## src/rtl/seq_multiplier.sv

```systemverilog
// ----------------------------------------------------------------------------
// seq_multiplier : shift-add multiplier producing a 2*Width product in Width+1 cycles
// Optional signed mode enabled by defining SEQ_MUL_SIGNED_EN.   Revision: 1.0
// ----------------------------------------------------------------------------
`default_nettype none

module seq_multiplier #(
  parameter int Width = 32
) (
  input  logic             clock,
  input  logic             reset,
  input  logic             start,
  input  logic [Width-1:0] a,
  input  logic [Width-1:0] b,
`ifdef SEQ_MUL_SIGNED_EN
  input  logic             signed_op,
`endif
  output logic             busy,
  output logic             done,
  output logic [Width-1:0] result_hi,
  output logic [Width-1:0] result_lo
);

  localparam int c_cnt_w = $clog2(Width + 1);

  typedef enum logic [1:0] {
    S_IDLE = 2'd0,
    S_RUN  = 2'd1,
    S_DONE = 2'd2
  } state_t;

  state_t                 r_state;
  state_t                 w_next;
  logic [Width-1:0]       r_mcand;
  logic [2*Width-1:0]     r_acc;
  logic [c_cnt_w-1:0]     r_count;

  logic                   w_accept;
  logic                   w_last;
  logic [Width-1:0]       w_a_mag;
  logic [Width-1:0]       w_b_mag;
  logic [Width-1:0]       w_addend;
  logic [Width:0]         w_sum;
  logic [2*Width-1:0]     w_acc_shift;
  logic [2*Width-1:0]     w_product;

  assign w_accept = start && ((r_state == S_IDLE) || (r_state == S_DONE));
  assign w_last   = (r_state == S_RUN) && (r_count == c_cnt_w'(1));

`ifdef SEQ_MUL_SIGNED_EN
  logic w_a_neg;
  logic w_b_neg;
  logic r_neg;

  // Most-negative operands negate to themselves, which is the correct unsigned magnitude.
  assign w_a_neg   = signed_op & a[Width-1];
  assign w_b_neg   = signed_op & b[Width-1];
  assign w_a_mag   = w_a_neg ? -a : a;
  assign w_b_mag   = w_b_neg ? -b : b;
  assign w_product = r_neg ? -w_acc_shift : w_acc_shift;

  always_ff @(posedge clock or posedge reset) begin
    if (reset) begin
      r_neg <= 1'b0;
    end else if (w_accept) begin
      r_neg <= w_a_neg ^ w_b_neg;
    end
  end
`else
  assign w_a_mag   = a;
  assign w_b_mag   = b;
  assign w_product = w_acc_shift;
`endif

  // Carry of the partial add re-enters the accumulator through the shift.
  assign w_addend    = r_acc[0] ? r_mcand : '0;
  assign w_sum       = {1'b0, r_acc[2*Width-1:Width]} + {1'b0, w_addend};
  assign w_acc_shift = {w_sum, r_acc[Width-1:1]};

  always_ff @(posedge clock or posedge reset) begin
    if (reset) begin
      r_state <= S_IDLE;
    end else begin
      r_state <= w_next;
    end
  end

  always_comb begin
    w_next = r_state;
    busy   = 1'b0;
    done   = 1'b0;
    case (r_state)
      S_IDLE: begin
        if (start) w_next = S_RUN;
      end
      S_RUN: begin
        busy = 1'b1;
        if (w_last) w_next = S_DONE;
      end
      S_DONE: begin
        done   = 1'b1;
        w_next = start ? S_RUN : S_IDLE;
      end
      default: w_next = S_IDLE;
    endcase
  end

  always_ff @(posedge clock or posedge reset) begin
    if (reset) begin
      r_mcand   <= '0;
      r_acc     <= '0;
      r_count   <= '0;
      result_hi <= '0;
      result_lo <= '0;
    end else if (w_accept) begin
      r_mcand <= w_a_mag;
      r_acc   <= {{Width{1'b0}}, w_b_mag};
      r_count <= c_cnt_w'(Width);
    end else if (r_state == S_RUN) begin
      r_acc   <= w_acc_shift;
      r_count <= r_count - c_cnt_w'(1);
      if (w_last) begin
        {result_hi, result_lo} <= w_product;
      end
    end
  end

endmodule

`default_nettype wire

```

## config.mk

```make
export PLATFORM = sky130hd
export DESIGN_NAME = seq_multiplier
export DESIGN_NICKNAME = d
export VERILOG_FILES = /design/src/rtl/seq_multiplier.sv
export SDC_FILE = /design/constraint.sdc
export NUM_CORES = 1
export LEC_CHECK = 0
export CORE_MARGIN = 1.5
export CORE_UTILIZATION = 59
export DETAILED_ROUTE_END_ITERATION = 8
export GPL_ROUTABILITY_DRIVEN = 0
export PLACE_DENSITY_LB_ADDON = 0.25
export SYNTH_ARGS = -nofsm -noshare
export SYNTH_HDL_FRONTEND = slang
export SYNTH_SLANG_ARGS = --single-unit
```

## constraint.sdc

```tcl
create_clock -name clock -period 8.95 [get_ports clock]
set_input_delay 1.79 -clock clock [delete_from_list [all_inputs] [get_ports clock]]
set_output_delay 1.79 -clock clock [all_outputs]
set_load 0.005 [all_outputs]
```

==> run summary, run 1 <==
The run gives 9980 um2 as the instance area after placement. Data arrival time of the worst path: 4.04 ns. For the number of global-route vias before repair, the log shows 6819. The worst setup path is captured at a flop.

Setup repair after global routing left no endpoint under its margin. The count of yosys warnings during synthesis was 0. Derived from the worst setup path, the maximum achievable clock frequency is 271 MHz. The number of buffers inserted during clock tree synthesis came out at 17. For the initial standard-cell utilization of the core, the log shows 60.9%. The worst setup path is of the in2reg kind. The number of failing hold endpoints at the final stage was 0. Along the worst path, the maximum fanout reaches 68.

The instance count of the mapped netlist was 947; the area enclosed by the die boundary was 15200 um2. The H-tree was split into 4 levels. Clock latency on the worst-skew pair, taken at its later pin, is 0.43 ns. The tools report the final count of pins violating max slew as 0. The total DRC errors in the routed layout was 0; the switching power summed over all nets was 0.00158 W. The maximum clock insertion buffer count came out at 2.

The tightest min-delay check is of the reg2reg type. After the first detailed-routing iteration, the DRC count stood at 645. The number of nets in the synthesized netlist is 1049. In this run switching power makes up 40.6% of total power. The wire length of the first global-routing pass is 33300 um. Via-per-instance ratio: 5.84. The filler cells instantiated in the layout total 1044.

The met1 layer usage reported by global route was 39.5%. Dividing the synthesized area by the synthesized cell count gives 9.03 um2. The post-synthesis instance area is 8550 um2. The tools report the internal power of the cells as 0.00231 W. Excluding fillers, the count of instances in the completed layout stands at 1245. TritonCTS built the clock tree. The number of setup buffers added after CTS came out at 0.

The tools report the final clock skew as 0.0104 ns. The kind of start point of the critical path is an input port. For this run, the post-layout net count is 1156. Clock tree synthesis found a total of 168 sinks. Worst slew margin relative to its limit: 27.9%.

The number of failing setup endpoints in the final timing report was 0; the die extent in y was 123 um. The first detailed-routing pass ran for 6 iterations. The horizontal extent of the die works out to 123 um. The initialized floorplan defines 43 standard-cell rows. Summed over all failing endpoints, the final setup total negative slack is 0 ns.

For this run, the leading register cell type out of synthesis is dfrtp_1. Cells with a size suffix above 1 make up 6.48% of the layout. Post-cts gate resize count: 0. 0 antenna diodes ended up in the layout.

The signed area change from the synthesized netlist to the final layout is 22.9%. The busiest layer in global routing is met2. Counting flops and latches in the post-synthesis netlist gives 168.

The placed instance count is 1215. In this run the tool buffered the top-level ports with 132 buffer cells. In this run the remaining antenna-violating nets after routing total 0.

The root buffer cell chosen for the clock tree is clkbuf_16. Per report_power, the combinational group accounts for 48.3% of the total. The boundary pin count is 133. The logs give 43.9% for the global-route met2 utilization and 14000 um2 for the total core area. For this run the aggregate overflow at the end of global routing stands at 0. The number of hold-repair buffers added at the cts stage was 0; the post-detailed-placement half-perimeter wirelength was 13200 um. The flow ran to the end, and the final reports show no timing, DRC or antenna violations.

The ratio of final minimum period to clock period was 41.2%. STA puts the critical path data required time at 9.30 ns. The tool flagged a number of max-cap violations equal to 0.

The tools report the global routing usage summed across all routing layers as 28.1%. The clock period minus final worst setup slack is 3.69 ns, and the pin count of the biggest net entering global routing is 87. The fraction of met3 tracks used by global routing is 6.37%, and the proportion of power drawn by the clock network is 17.3%. The clock slew at the register clock pins of the worst setup and hold paths is 0.07 ns, and the maximum ir drop on the vdd rail is 0.000187 V. The post-detailed-route wirelength per cell came out at 16.4 um. After detailed routing, the total wire length is 20400 um.

The number of library cell types mapped by synthesis came out at 57. Of the synthesized area, sequential elements account for 49.1%. For the pin with the worst max-slew slack, the measured transition is 1.08 ns. Overall via count from detail_route: 7265. Summed over all cells, the static leakage comes to 5.08 nW. The finished cells cover 10500 um2. The initial antenna violation count was 0; the power density over the cells was 370 nW/um2. The count of flip-flops with a built-in enable after synthesis works out to 0.

The fraction of synthesis flops using an asynchronous set or reset pin came out at 100%. The proportion of power drawn by flip-flops and latches is 34.4%.
-- placed cells by master, fill, tap and decap left out, types with 3 or more instances in the layout --
master and instances:
mux2_2 11, a21o_1 15, nor3_1 9, o21a_1 7
and2_1 38, xor2_1 8, nand3_1 11, dfrtp_1 168
clkbuf_16 17, a22o_1 22, clkinv_4 3, a22oi_1 33
a31o_2 5, nand2_1 324, or3_1 3, buf_4 8
o211ai_1 6, nor2_1 21, a21oi_1 43, o21ai_0 32
clkdlybuf4s50_1 132, xnor2_1 18, clkinvlp_4 3, a32o_1 4
inv_1 13, nand2b_1 4, ha_1 34, inv_6 4
nand4_1 13, o21bai_1 5, o31ai_1 5, a211oi_1 7
-- Yosys cell counts, types with 2 or more instances --
cell type	number	area share, %
a22oi_1	33	2.9
nor3_1	9	0.53
nand2_1	325	14
o31ai_1	5	0.44
ha_1	34	5.0
o21bai_1	5	0.44
nor2_1	22	0.97
dfrtp_1	168	49
nand4_1	13	0.95
or3_1	3	0.22
nand3_1	11	0.64
nor2b_1	3	0.22
a22o_1	22	2.3
o21a_1	7	0.61
and2_1	38	2.8
inv_1	15	0.66
mux2_2	11	1.4
a32o_1	4	0.47
xnor2_1	18	1.8
a21oi_1	43	2.5
o2111ai_1	2	0.20
o21ai_0	32	1.9
buf_2	3	0.18
a21o_1	15	1.3
a211oi_1	7	0.61
o211ai_1	6	0.53
buf_1	4	0.18
and3_1	2	0.15
clkbuf_1	45	2.0
xor2_1	8	0.82
a31o_2	5	0.51
nand2b_1	4	0.29
-- power by group through the flow --
| stage | clock, W | combinational, W | sequential [W] |
|---|---|---|---|
| after CTS | 0.000677 | 0.00187 | 0.00133 |
| final | 0.000673 | 0.00188 | 0.00134 |
| after global placement | 0 | 0.00180 | 0.00133 |
| after floorplan | 0 | 0.00130 | 0.00128 |
| after detailed placement | 0 | 0.00185 | 0.00134 |
| after global routing | 0.000711 | 0.00209 | 0.00138 |
-- worst max-delay path, cell delays in order --
cell and delay [ns]:
clkdlybuf4s50_1 0.42, nor2b_4 0.13, buf_4 0.35, nor2_4 0.58, buf_4 0.52, nand2_1 0.10, o211ai_1 0.10
-- worst paths after layout --
kind,start,endpoint,cells after the start,slack (ns)
worst max-delay path,start,r_acc[60],7,5.26
worst min-delay path,r_mcand[25],r_mcand[25],2,0.46
worst max register to register,r_acc[0],result_hi[31],10,5.27
worst min register to register,r_mcand[25],r_mcand[25],2,0.46
max in group asynchronous,reset,r_count[0],3,5.52
min in group asynchronous,reset,r_acc[22],2,1.88
-- cells by family (layout without fill, tap and decap cells) --
family	Yosys count	count (layout)	share of synthesized area, %
flip-flops	168	168	49.1
AND/OR/NAND/NOR	439	439	22.0
AO/OA/AOI/OAI	199	199	16.4
multiplexers	12	12	1.57
buffers and inverters	68	186	3.03
adder cells (fa/ha/maj)	35	35	5.21
XOR/XNOR	26	26	2.66
-- final cells by class --
type                       count  area [um2]  share of cell area, %
tap                          180         225                   2.14
multi-input combinational    711        4110                   39.1
clock inverter                12        96.3                  0.917
inverter                      16        65.1                  0.619
sequential                   168        4200                   40.0
clock buffer                  18         429                   4.08
timing repair buffer         140        1380                   13.1
-- per-stage QoR --
step                total power (W)  hold slack [ns]  setup slack, ns  util, %
floorplan                   0.00258            0.437             2.61        -
global placement            0.00312            0.449             4.90     71.1
detailed placement          0.00319            0.457             4.85     71.1
CTS                         0.00388            0.473             5.31     74.8
global route                0.00418            0.489             5.03     74.8
finish                      0.00389            0.464             5.26     74.8
-- registers in the layout, summed over array words and instances (netlist names) --
name,count
r_acc,64
result_hi,32
r_count,6
r_mcand,32
r_state,2
result_lo,32
-- per-layer routing --
layer | part of all wire [%] | vias up
met5 | 0 | -
met2 | 47 | 278
li1 | - | 3454
met1 | 45 | 3502
met4 | 1.3 | 0
met3 | 6.1 | 31
Note: power is estimated with default switching activity, not from simulation.
==> inputs of run 2 (changes only) <==
- CORE_UTILIZATION: 59 -> 54
- clock period: 8.95 -> 3.56 ns (I/O delays scaled with it)
==> run 2 against run 1 <==
Against the previous run: critical path depth is 3 higher; register-to-register slack worse by 4.8 ns; first-iteration DRC count is 19% lower; hold slack better by 0.0012 ns; via count is 1.7% lower; final cell count is 3.2% higher; die area is 9.0% higher; cell area is 1.8% higher; critical path type is now reg2reg; wire length is 1.8% higher; critical endpoint is now result_hi[17]; power grew to 2.6 times the previous value; utilization is 5.0 points lower.
==> run summary, run 2 (synthesis results as in run 1) <==
The run finished with clean final reports. The critical path ends at result_hi[17]. The worst setup path is launched from a flop.

For the final count of pins violating max slew, the log shows 0. The worst register-to-register path begins at r_acc[0]. The analysis attributes to net switching a power of 0.00396 W. The transition time at the pin with the least slew margin is 0.737 ns, and the clock period minus final worst setup slack is 3.06 ns.

The power density over the cells is 934 nW/um2, and the worst reg2reg path depth is 10. The total core area is 15300 um2, and the global routing usage summed across all routing layers is 26.4%. The overall via count from detail_route is 7144, and the global-route met2 utilization is 41.7%. The tools report the number of rows created at floorplan as 45. TritonCTS created 17 clock buffers.

The signed area change from the synthesized netlist to the final layout is 25.1%, and the post-detailed-placement half-perimeter wirelength is 14200 um. The largest fanout of any net on the critical path works out to 4. The clock passes through at most 2 buffers.

The switching part of the total power was 39.6%. Clock root buffer master: clkbuf_16. In this run the static leakage power is 5.16 nW. For the number of failing hold endpoints at the final stage, the log shows 0. The register ranked first by flip-flop count is r_acc.

The tools report the total iterations of the first detailed-routing run as 5. The wire length of the first global-routing pass came out at 34500 um. The post-cts gate resize count was 0. The tools report the total length of routed wires as 20800 um. The number of global-route vias before repair is 7062, and the data arrival time of the worst path is 3.38 ns. Global routing consumed, on the met3 layer, 4.74% of the routing resources.

For this run, design rule violations remaining after detail routing come to 0. For the final database, setup skew stands at 0.00794 ns. In this run the tool buffered the top-level ports with 132 buffer cells. Entering global routing, the biggest net connects 69 pins. The detail route stage leaves a number of antenna-violating nets equal to 0. The critical path starts at r_acc[0].

The floorplan step defined a die boundary enclosing 16600 um2. The ratio of final minimum period to clock period is 86.0%. Summed over all failing endpoints, the final setup total negative slack is 0 ns.

The register with the most flip-flops in the layout has 64 of them. Measured against its own limit, the worst slew margin works out to 50.9%. Internal power comes to 0.00604 W.

Proportion of power drawn by flip-flops and latches: 33.4%. Derived from the worst setup path, the maximum achievable clock frequency is 327 MHz. Data on the critical path is required at its endpoint by 3.88 ns. The logic gate share of total power is 47.7%. The tools report the count of H-tree levels built during CTS as 4. The run gives 0 as the diode insertion count for antenna repair. Endpoint of the most critical register-to-register path: result_hi[17]. The tools report the initial antenna violation count as 0.

For the number of setup buffers added after CTS, the log shows 0. Setup slack on the worst reg-to-reg path comes out at 0.50 ns. The first routing iteration left 525 violations.

Setup repair after global routing left no endpoint under its margin. The via-per-instance ratio works out to 5.56. TritonCTS built the clock tree. The worst setup path is of the reg2reg kind.

Setup violations remaining at the end of the flow were counted as 0. Dividing the detail-routed wire length by the instance count gives 16.2 um. The initial standard-cell utilization of the core came out at 55.9%. The die extent in y is 129 um, and the latest clock arrival within the worst-skew pair is 0.43 ns. For the global-route congestion overflow total, the log shows 0. The classification of the worst-slack hold path was reg2reg.

The clock slew at the register clock pins of the worst setup and hold paths was 0.06 ns. The most common library cell in the layout ignoring fill and taps is nand2_1. Of the total power, the clock network draws 18.9%. The design area is 10700 um2. Boundary pin count: 133. For this run, global-route usage on met1 was measured as 37.2%. The horizontal extent of the die works out to 129 um. In the layout the commonest cells are nand2_1, dfrtp_1, clkdlybuf4s50_1, a21oi_1, and2_1.

The instance area after placement was 10100 um2; the number of hold-repair buffers added at the cts stage was 0. The worst setup path is captured at a flop. The logs give 168 for the count of clock tree sinks and 1163 for the total number of nets in the final design. The post-route netlist has 7.36% of its cells at a drive strength greater than 1. The layer flagged by global routing as most heavily used is met2. The tools report the maximum ir drop on the vdd rail as 0.000434 V.

The reported max-cap violation count was 0.
run 2: how the worst min path moves through the flow:
stage | startpoint | slack, ns | to | depth (start not counted)
final | r_mcand[26] | 0.47 | r_mcand[26] | 2
after global routing | r_mcand[0] | 0.48 | r_mcand[0] | 2
after CTS | r_mcand[0] | 0.47 | r_mcand[0] | 2
after detailed placement | r_mcand[21] | 0.46 | r_mcand[21] | 2
after global placement | r_mcand[26] | 0.45 | r_mcand[26] | 2
after floorplan | r_mcand[0] | 0.44 | r_mcand[0] | 2
run 2: metal layers:
| metal | part of all wire (%) | wire length, um |
|---|---|---|
| met5 | 0 | 0 |
| met3 | 4.5 | 938 |
| met1 | 48 | 9920 |
| met2 | 46 | 9580 |
| met4 | 1.7 | 350 |
run 2: stage by stage:
stage                     hold slack, ns  utilization, %  instances  worst slack (ns)  total power, W
final                              0.465            69.9       1285             0.500          0.0100
after global routing               0.484            69.9       1285             0.317          0.0108
after CTS                          0.472            69.9       1285             0.526          0.0100
after detailed placement           0.455            65.9       1253             0.514         0.00808
after global placement             0.451            65.9       1253             0.568         0.00794
after floorplan                    0.437               -        947             0.707         0.00648
run 2: layout make-up:
| cell class | instances | area (um2) |
|---|---|---|
| Fill cell | 1220 | 4610 |
| Sequential cell | 168 | 4200 |
| Multi-Input combinational cell | 711 | 4110 |
| Timing Repair Buffer | 147 | 1460 |
| Clock buffer | 20 | 467 |
| Tap cell | 211 | 264 |
| Clock inverter | 12 | 138 |
| Inverter | 16 | 63.8 |
run 2: critical path, stage by stage (launching register included):
cell,delay (ns)
dfrtp_1,0.39
and2_1,0.17
ha_1,0.20
fa_1,0.42
a211oi_1,0.30
o211ai_1,0.20
a21oi_1,0.42
o21ai_0,0.27
a21oi_1,0.21
xnor2_1,0.10
mux2_2,0.27
run 2: power groups by stage:
stage          sequential, W  clock [W]  combinational [W]
2_1_floorplan        0.00322          0            0.00326
3_3_place_gp         0.00333          0            0.00460
3_5_place_dp         0.00335          0            0.00473
4_1_cts              0.00334    0.00192            0.00476
5_1_grt              0.00343    0.00200            0.00532
6_report             0.00334    0.00189            0.00477
==> inputs of run 3 (changes only) <==
- CORE_UTILIZATION: 54 -> 35
- SLEW_MARGIN: unset -> 40
==> run 3 against run 2 <==
Against the previous run: sequential power about the same; first-iteration DRC count decreased by 44%; clock skew increased by 0.0039 ns; die area increased by 53%; critical endpoint is now result_hi[31]; sequential share of layout area decreased by 0.64 points.
==> run summary, run 3 (synthesis results as in run 1) <==
The detail route stage leaves a number of antenna-violating nets equal to 0. At the later pin of the worst-skew pair, clock insertion delay measures 0.43 ns. STA classifies the critical path startpoint as a flop. After detailed routing, the average wire length per cell comes to 16.0 um. Buffers placed on the I/O ports in this run total 132.

The overall via count from detail_route was 7014. The reported max-cap violation count came out at 0. The worst hold path belongs to the class reg2reg.

After detailed routing, the number of remaining DRC violations is 0. The run gives 0.421 ns as the post-place setup slack. In this run the clock root is driven by a clkbuf_16. Die extent in y: 159 um. The critical path is of the reg2reg type. The tightest hold path in the finished design has a slack of 0.468 ns. The reg2reg setup slack is 0.45 ns. Detailed routing placed a total of 10100 um of wire on met2.

TritonCTS built the clock tree. The total overflow left after global routing is 0. STA puts the critical path data required time at 3.87 ns. The total core area is 24200 um2, and the number of hold-repair buffers added at the cts stage is 0. The final count of pins violating max slew is 0, and the wire length the detailed router placed on met1 is 11100 um.

The number of antenna diodes in the final layout is 0. The initial standard-cell utilization of the core is 35.4%. Setup repair after global routing left no endpoint under its margin.

The area growth from synthesis to layout is 27.2%. The worst reg2reg path depth is 11, and the final sum of negative setup slack is 0 ns. The final clock skew was 0.0118 ns; the power density over the cells was 936 nW/um2.

The number of flip-flops under the largest register name came out at 64. The logs give 0 for the initial antenna violation count and 22300 um for the total length of routed wires. For the wire length of the first global-routing pass, the log shows 37400 um. The most common library cell in the layout ignoring fill and taps is nand2_1. The die covers 25400 um2. The pin count of the biggest net entering global routing was 61. The final critical path takes up 87.3% of the cycle. CTS built an H-tree with a depth of 4. The run gives 54.2% as the worst slew margin relative to its limit.

The endpoint class of the critical path was a flop. For the instance area after placement, the log shows 10200 um2. Clock-pin slew was measured on the worst setup and hold paths at 0.07 ns. The boundary pin count is 133, and the detailed route wirelength on metal3 is 762 um. Dividing the detail-routed via count by the number of cells gives 5.02.

At the worst endpoint, the arrival time is 3.42 ns. The highest metal layer carrying signal wires in the routed design is met4. The clock period could shrink to 3.11 ns.

In the layout the commonest cells are nand2_1, dfrtp_1, clkdlybuf4s50_1, a21oi_1, and2_1. Post-cts gate resize count: 0. The count of clock tree sinks is 168, and the highest achievable clock rate is 322 MHz. The flow ran to the end, and the final reports show no timing, DRC or antenna violations. Register ranked first by flip-flop count: r_acc. The horizontal extent of the die works out to 159 um. The maximum clock insertion buffer count is 2.

The logs give 5.17 nW for the leakage dissipation and 7157 for the number of global-route vias before repair. The worst hold path depth is 2, and the number of failing hold endpoints at the final stage is 0. Global routing used 18.3% of the available tracks. Of the cells placed in the final design, the portion with a size suffix greater than 1 is 7.36%.

In the final design database the tool counted 1163 nets. The transition time at the pin with the least slew margin works out to 0.687 ns. The logs give 17 for the number of buffers inserted during clock tree synthesis and 0 for the number of failing setup endpoints in the final timing report. The slack of the critical path is 0.453 ns. The worst-case IR drop observed on VDD is 0.000379 V.

The floorplan has 57 rows. The largest fanout of any net on the critical path was 17. The detailed router finished its first iteration with 295 violations. In this run the post-CTS setup repair buffer count came out at 0. Detailed placement ended at an HPWL of 15300 um.

Once layout is done, the placed cells without fillers occupy 10900 um2. Overall power consumption after layout is estimated at 0.0102 W. The total iterations of the first detailed-routing run was 4.
[run 3: cell types whose count changed in the layout (fill, tap and decap cells not counted), moves of 2 or more]
cell,before,now
bufinv_16,2,4
clkinv_4,1,3
clkinv_2,3,0
clkbuf_8,3,0
[run 3: worst max-delay path: stages (launching register included)]
cell and delay, ns:
dfrtp_1 0.55, and2_1 0.25, ha_1 0.20, fa_1 0.43
a211oi_1 0.30, o211ai_1 0.20, a21oi_1 0.17, buf_4 0.16
a211oi_2 0.08, o21ai_0 0.23, a31oi_1 0.14, mux2_2 0.28
[run 3: final timing paths]
kind	end	from
min reg2reg	r_mcand[0]	r_mcand[0]
max reg2reg	result_hi[31]	r_acc[0]
max in group asynchronous	result_hi[13]	reset
min	r_mcand[0]	r_mcand[0]
max	result_hi[31]	r_acc[0]
min in group asynchronous	result_lo[22]	reset
[run 3: stage by stage]
stage | std cells | util [%]
floorplan | 947 | -
global placement | 1366 | 42.3
detailed placement | 1366 | 42.3
CTS | 1398 | 45.0
global route | 1398 | 45.0
finish | 1398 | 45.0
[run 3: per-layer routing]
metal / up-vias / GRT usage, %
met4: 0 / 5.75
met2: 141 / 28.2
met5: - / 0
met1: 3387 / 26.0
li1: 3463 / -
met3: 23 / 3.20
[run 3: report_power, final]
group	leakage [nW]	total [W]	internal [W]	switching (W)
registers	2.13	0.00335	0.00278	0.000566
logic	2.73	0.00480	0.00218	0.00262
clock network	0.311	0.00205	0.00120	0.000848
total	5.17	0.0102	0.00615	0.00403
[run 3: cell type report]
class | count | area [um2]
clock buffers | 18 | 429
clock inverters | 14 | 216
fillers | 2368 | 13300
inverters | 16 | 63.8
multi-input cells | 711 | 4110
flip-flops and latches | 168 | 4200
well taps | 324 | 405
repair buffers | 147 | 1450
